$ cat src/rtl/pipe_stage_skid.sv
// rtl/pipe_stage_skid.sv - one-deep pipeline register stage with optional skid buffer
//
// Purpose:
//   Registered valid/ready pipeline stage with one cycle of latency.
//   out_valid and out_data always come straight from flops.
//   A saturating counter records the cycles in which the output is stalled.
//
// Configuration macro: PIPE_STAGE_SKID_EN
//   defined   - A skid register and a FULL state are present, and in_ready is
//               registered. Upstream then never sees a same-cycle path from
//               out_ready.
//   undefined - There is no skid register. in_ready = out_ready || !out_valid,
//               and it is combinational.
//
// Parameters:
//   WIDTH     - payload width in bits
//   RESET_VAL - payload value loaded on reset and flush (NOP bubble)
//   CNT_W     - width of the stall-cycle counter
//
// Ports:
//   clk       in   clock, rising-edge active
//   reset     in   asynchronous active-high reset
//   flush     in   synchronous squash of every held entry
//   in_valid  in   upstream entry present
//   in_data   in   upstream payload [WIDTH]
//   in_ready  out  stage accepts an entry this cycle
//   out_valid out  downstream entry present
//   out_data  out  downstream payload [WIDTH]
//   out_ready in   downstream accepts an entry this cycle
//   cnt_clr   in   synchronous clear of stall_cnt
//   stall_cnt out  saturating count of stalled cycles [CNT_W]

module pipe_stage_skid #(
    parameter int                 WIDTH     = 32,
    parameter logic [WIDTH-1:0]   RESET_VAL = {WIDTH{1'b0}},
    parameter int                 CNT_W     = 16
) (
    input  logic             clk,
    input  logic             reset,
    input  logic             flush,
    input  logic             in_valid,
    input  logic [WIDTH-1:0] in_data,
    output logic             in_ready,
    output logic             out_valid,
    output logic [WIDTH-1:0] out_data,
    input  logic             out_ready,
    input  logic             cnt_clr,
    output logic [CNT_W-1:0] stall_cnt
);

`ifdef PIPE_STAGE_SKID_EN
    typedef enum logic [1:0] {
        S_EMPTY = 2'd0,
        S_BUSY  = 2'd1,
        S_FULL  = 2'd2
    } state_t;
`else
    typedef enum logic {
        S_EMPTY = 1'b0,
        S_BUSY  = 1'b1
    } state_t;
`endif

    state_t           r_state;
    logic             r_out_valid;
    logic [WIDTH-1:0] r_out_data;
    logic [CNT_W-1:0] r_stall_cnt;

    logic             w_in_ready;
    logic             w_accept;
    logic             w_emit;
    logic             w_stalled;

`ifdef PIPE_STAGE_SKID_EN
    logic [WIDTH-1:0] r_skid;
    logic             r_in_ready;

    // Ready is a flop image of "not FULL". Upstream timing is therefore
    // isolated from out_ready.
    assign w_in_ready = r_in_ready;
`else
    // Without a skid slot, an entry can be taken only if the output is free
    // or is leaving on this edge.
    assign w_in_ready = out_ready || !r_out_valid;
`endif

    assign w_accept  = in_valid && w_in_ready;
    assign w_emit    = r_out_valid && out_ready;
    assign w_stalled = r_out_valid && !out_ready;

    assign in_ready  = w_in_ready;
    assign out_valid = r_out_valid;
    assign out_data  = r_out_data;
    assign stall_cnt = r_stall_cnt;

    // Stage FSM. Flush takes priority over every handshake. An entry accepted
    // on the flush edge is simply never captured.
    always_ff @(posedge clk or posedge reset) begin
        if (reset) begin
            r_state     <= S_EMPTY;
            r_out_valid <= 1'b0;
            r_out_data  <= RESET_VAL;
`ifdef PIPE_STAGE_SKID_EN
            r_skid      <= RESET_VAL;
            r_in_ready  <= 1'b1;
`endif
        end else if (flush) begin
            r_state     <= S_EMPTY;
            r_out_valid <= 1'b0;
            r_out_data  <= RESET_VAL;
`ifdef PIPE_STAGE_SKID_EN
            r_skid      <= RESET_VAL;
            r_in_ready  <= 1'b1;
`endif
        end else begin
            case (r_state)
                S_EMPTY: begin
                    if (w_accept) begin
                        r_out_data  <= in_data;
                        r_out_valid <= 1'b1;
                        r_state     <= S_BUSY;
                    end
                end
                S_BUSY: begin
                    if (w_accept && w_emit) begin
                        r_out_data <= in_data;
`ifdef PIPE_STAGE_SKID_EN
                    end else if (w_accept) begin
                        // Output is stalled, so park the new entry behind it.
                        r_skid     <= in_data;
                        r_in_ready <= 1'b0;
                        r_state    <= S_FULL;
`endif
                    end else if (w_emit) begin
                        // out_data keeps its last value; out_valid qualifies it.
                        r_out_valid <= 1'b0;
                        r_state     <= S_EMPTY;
                    end
                end
`ifdef PIPE_STAGE_SKID_EN
                S_FULL: begin
                    if (w_emit) begin
                        r_out_data <= r_skid;
                        r_in_ready <= 1'b1;
                        r_state    <= S_BUSY;
                    end
                end
`endif
                default: begin
                    r_state     <= S_EMPTY;
                    r_out_valid <= 1'b0;
                end
            endcase
        end
    end

    // The stall counter saturates instead of wrapping. Flush leaves it alone.
    always_ff @(posedge clk or posedge reset) begin
        if (reset) begin
            r_stall_cnt <= '0;
        end else if (cnt_clr) begin
            r_stall_cnt <= '0;
        end else if (w_stalled && (r_stall_cnt != {CNT_W{1'b1}})) begin
            r_stall_cnt <= r_stall_cnt + CNT_W'(1);
        end
    end

endmodule

$ cat config.mk
export PLATFORM = sky130hd
export DESIGN_NAME = pipe_stage_skid
export DESIGN_NICKNAME = d
export VERILOG_FILES = /design/src/rtl/pipe_stage_skid.sv
export SDC_FILE = /design/constraint.sdc
export NUM_CORES = 1
export LEC_CHECK = 0
export BUFFER_PORTS_ARGS = -buffer_cell sky130_fd_sc_hd__buf_2
export CAP_MARGIN = 20
export CELL_PAD_IN_SITES_DETAIL_PLACEMENT = 0
export CELL_PAD_IN_SITES_GLOBAL_PLACEMENT = 1
export CORE_MARGIN = 2
export CORE_UTILIZATION = 32
export CTS_CLUSTER_SIZE = 25
export DETAILED_ROUTE_END_ITERATION = 6
export GPL_ROUTABILITY_DRIVEN = 0
export GPL_TIMING_DRIVEN = 0
export PLACE_DENSITY = 0.79
export SLEW_MARGIN = 10
export SYNTH_ARGS = -nofsm -noshare
export SYNTH_HDL_FRONTEND = slang
export SYNTH_SLANG_ARGS = --single-unit
$ cat constraint.sdc
create_clock -name clk -period 2 [get_ports clk]
set_clock_uncertainty 0.2 [all_clocks]
set_input_delay 0.1 -clock clk [delete_from_list [all_inputs] [get_ports clk]]
set_output_delay 0.1 -clock clk [all_outputs]
set_load 0.05 [all_outputs]
==> flow_results.org <==
** Placed design
- OpenSTA, run right after detailed placement, puts the worst setup slack at -0.163 ns.
- DP Wirelength :: 4330 microns
- # port buffers :: 85

** Cells and area
- Fill cells in the final layout number 724.
- Seq. cell area :: 1260 sq um
- Share of final-layout standard cells stronger than drive strength 1 :: 35.2%
- The number of antenna diodes in the final layout is 0.
- Synthesis-to-layout area growth :: 51.0%
- Summing all multi-input logic gate instances after layout gives 1130 sq um.
- In the final design database the tool counted around 420 nets.

** Power and ir drop
- Internal Power :: 1.66 mW
- Overall power consumption after layout is estimated at 2.40 mW.
- In this run, flip-flops and latches consume 46.3% of the power.
- Worst supply voltage drop on vdd :: 328 uV
- In this run the power spent charging and discharging nets is 0.745 mW.
- Net switching is 31.0% of the power.
- The clock network burns 30.7% of the power.
- LEAKAGE :: 1.66 nW
- For this design the ratio of total power to cell area is 672 nW/um^2.
- The share of total power dissipated in combinational logic is 23.0%.

** Routing
- Post-route ant nets :: 0
- Using the TritonRoute via totals, the vias-per-cell ratio works out to between 4 and 5.
- DRC violation count after routing :: 0
- Detailed routing inserted a total of 2272 vias.
- The final layout contains routed wiring with a total length of 6370 microns.
- Average detailed-routed wire length per instance :: 13.2 microns
- Drt first pass iters :: 4
- Starting DRC count in detailed routing :: 82

** Floorplanning
- In this run the standard cell core region covers 7210 sq um.
- 88 I/O pins were placed.
- The initialized floorplan defines 31 standard-cell rows.
- Once the floorplan was initialized, standard cells occupied 32.8% of the core.
- Measured along the x axis, the die boundary spans 90.0 microns.
- The die covers 8110 sq um.
- Measured along the y axis, the die boundary spans between 90 and 100 microns.

** Setup path
- The critical path crosses 5 cells after its start point.
- Buffers plus inverters on the worst setup path :: 0
- Launch point of the worst reg-to-reg path :: stall_cnt[0]
- Type of the worst setup path :: flip-flop to flip-flop
- On the critical path, the stage with the largest delay is an instance of sky130_fd_sc_hd__or4b_4.
- Depth of the worst register-to-register path :: 5
- Cells traversed along the worst timing path :: ha_4 -> and4_1 -> or4b_4 -> or4_4 -> a21oi_2
- Cell family with most CP delay :: simple AND/OR/NAND/NOR gates
- Following the worst setup path forward leads to its endpoint at stall_cnt[15].
- Of all nets on the critical path, the largest fanout is 3.
- Worst EP arrival :: 2.16 ns
- Endpoint kind of the worst setup timing path :: flip-flop
- The endpoint identified for the worst register-to-register timing path is stall_cnt[15].
- STA classifies the critical path startpoint as a flip-flop.
- Crit path largest cell delay :: 0.50 ns
- Setup crit start :: stall_cnt[0]
- At the worst endpoint, the required time is 2.03 ns.
- The worst register-to-register path has a setup slack of -0.12 ns.

** Synthesis
- For this run, asynchronously set or reset flops after synthesis account for 100%.
- Synthesized area :: 2370 sq um
- Synth warnings :: 0
- The number of nets in the synthesized netlist is 287.
- Yosys reg bits :: 50
- In this run, synthesis inferred 0 flip-flops with an integrated enable.
- Each instance of the synthesized netlist takes up on average 9.55 sq um.
- Post-Synthesis Cells :: 248
- Predominant post-synthesis flop cell :: sky130_fd_sc_hd__dfrtp_1
- The number of different library cells used by synthesis comes to 36.
- Sequential area share after synthesis :: 52.8%

** Run status
- The checks that failed: setup timing.
- The run finished, with violations left.

** Timing
- Setup total negative slack :: -0.173 ns
- Highest Clock Rate :: ~470 MHz
- For the pin with the worst max-slew slack, the measured transition is between 0.5 and 0.6 ns.
- Setup WS post-layout :: -0.125 ns
- Setup repair after global routing could not meet its margin everywhere.
- Crit share post-route :: 106%
- Hold violation total from the final report :: 0
- Slew headroom :: 61.7%
- For the finished layout, the period the worst path requires is 2.12 ns.
- The number of max-slew violations in the final report was 0.
- Setup violations remaining at the end of the flow were counted as 2.

** Clock network
- Clock latency on the worst-skew pair, taken at its later pin, is approximately 0.30 ns.
- Level count of the clock H-tree :: 2
- Clock-pin slew was measured on the worst setup and hold paths at 0.09 ns.
- TritonCTS built the clock tree.
- In this run the deepest clock path goes through 2 buffers.
- The tree is rooted in a sky130_fd_sc_hd__clkbuf_8.
- Counting the buffers created by CTS gives 5.
- Clock sink count :: 50

** Global routing
- The first global-routing pass estimated 10800 microns of wire.
- Number of global-route vias before repair :: between 2000 and 2500
- Antenna violations before repair :: 0
- After global routing the overflow that remains totals 0.
- Entering global routing, the biggest net connects 27 pins.
- For this run, the total global-route usage over all layers was measured as 16.3%.

** Run
- Number of maximum-capacitance violations :: 0

** Hold path
- The min-delay analysis places its worst path in the category input port to flip-flop.
worst min-delay path by stage:
stage,end,slack [ns],startpoint,depth (start not counted)
3_5_place_dp,out_data[4],-0.004,reset,2
6_report,r_state,0.06,out_ready,3
2_1_floorplan,out_valid,0.001,out_ready,1
5_1_grt,r_state,0.08,out_ready,3
4_1_cts,r_state,0.01,out_ready,3
3_3_place_gp,stall_cnt[13],0.13,cnt_clr,2
state kept, by name, summed over array words and instances, names as in the netlist:
name,count
r_state,1
out_valid,1
out_data,32
stall_cnt,16
power by group through the flow:
stage               clock (mW)  combinational, mW  sequential [mW]
CTS                      0.774              0.558             1.11
global placement             0              0.487             1.13
finish                   0.738              0.554             1.11
detailed placement           0              0.498             1.13
floorplan                    0              0.126             1.35
global route             0.807              0.595             1.12
cell usage in the layout, fill, tap and decap left out, drive strengths merged, types with 2 or more instances in the layout:
master / synthesis / routed
o21ai: 40 / 40
o31ai: 3 / 3
dfrtp: 50 / 50
dlygate4sd3: 0 / 36
nor4: 4 / 4
nand2: 36 / 36
nand3: 5 / 5
nor2: 7 / 7
a21oi: 12 / 12
buf: 0 / 93
or3: 8 / 8
inv: 5 / 5
nand2b: 36 / 36
clkbuf: 13 / 19
mux2i: 4 / 4
nand4: 5 / 5
and4: 2 / 2
nor3: 2 / 2
or4: 2 / 2
a311oi: 2 / 2
worst min-delay path: stages:
cell,delay (ns)
sky130_fd_sc_hd__buf_2,0.14
sky130_fd_sc_hd__mux2i_1,0.17
sky130_fd_sc_hd__a221oi_1,0.10
metrics by stage:
| step | hold WS, ns | area, sq um | util (%) | cells |
|---|---|---|---|---|
| 2_1_floorplan | 0.00105 | 2410 | - | 248 |
| 3_3_place_gp | 0.128 | 2960 | 41.0 | 432 |
| 3_5_place_dp | -0.00363 | 2980 | 41.2 | 433 |
| 4_1_cts | 0.0136 | 3510 | 48.6 | 480 |
| 5_1_grt | 0.0810 | 3580 | 49.6 | 483 |
| 6_report | 0.0610 | 3580 | 49.6 | 483 |
area by class of cell:
cell class	instances	share of cell area, %
timing repair buffer	128	23.8
inverter	5	0.525
multi-input combinational	180	31.5
clock inverter	1	0.840
buffer	13	2.20
tap	99	3.46
sequential	50	35.3
clock buffer	7	2.41
what timing repair did:
item,in CTS,in global routing
pin swaps,3,6
gates resized for setup,8,16
setup endpoints to repair,20,22
hold endpoints to repair,75,0
buffers inserted,3,3
hold buffers,36,0
cells in the mapped netlist (3+ instances only):
| cell type | n | area share [%] |
|---|---|---|
| sky130_fd_sc_hd__inv_1 | 5 | 0.79 |
| sky130_fd_sc_hd__nand4_1 | 5 | 1.3 |
| sky130_fd_sc_hd__o31ai_1 | 3 | 0.95 |
| sky130_fd_sc_hd__nor2_1 | 7 | 1.1 |
| sky130_fd_sc_hd__or3_1 | 7 | 1.8 |
| sky130_fd_sc_hd__clkbuf_1 | 11 | 1.7 |
| sky130_fd_sc_hd__nand3_1 | 3 | 0.63 |
| sky130_fd_sc_hd__nor4_1 | 4 | 1.1 |
| sky130_fd_sc_hd__nand2b_1 | 36 | 9.5 |
| sky130_fd_sc_hd__o21ai_0 | 40 | 8.5 |
| sky130_fd_sc_hd__a21oi_1 | 12 | 2.5 |
| sky130_fd_sc_hd__nand2_1 | 35 | 5.5 |
| sky130_fd_sc_hd__mux2i_1 | 4 | 1.7 |
| sky130_fd_sc_hd__dfrtp_1 | 50 | 53 |
cell families after synthesis:
family	after synthesis	share of synthesized area (%)
buf+inv	18	3.70
fa+ha+maj	1	0.528
compound gates	59	13.3
simple gates	115	27.5
mux	5	2.17
flops	50	52.8
routing by layer:
| layer | GRT usage, % | routed length [microns] | vias to the layer above |
|---|---|---|---|
| li1 | - | - | 1126 |
| met1 | 19.2 | 2770 | 1072 |
| met2 | 28.9 | 3170 | 67 |
| met3 | 3.94 | 315 | 7 |
| met4 | 5.77 | 109 | 0 |
| met5 | 0 | 0 | - |
Note: power is estimated with default switching activity, not from simulation.
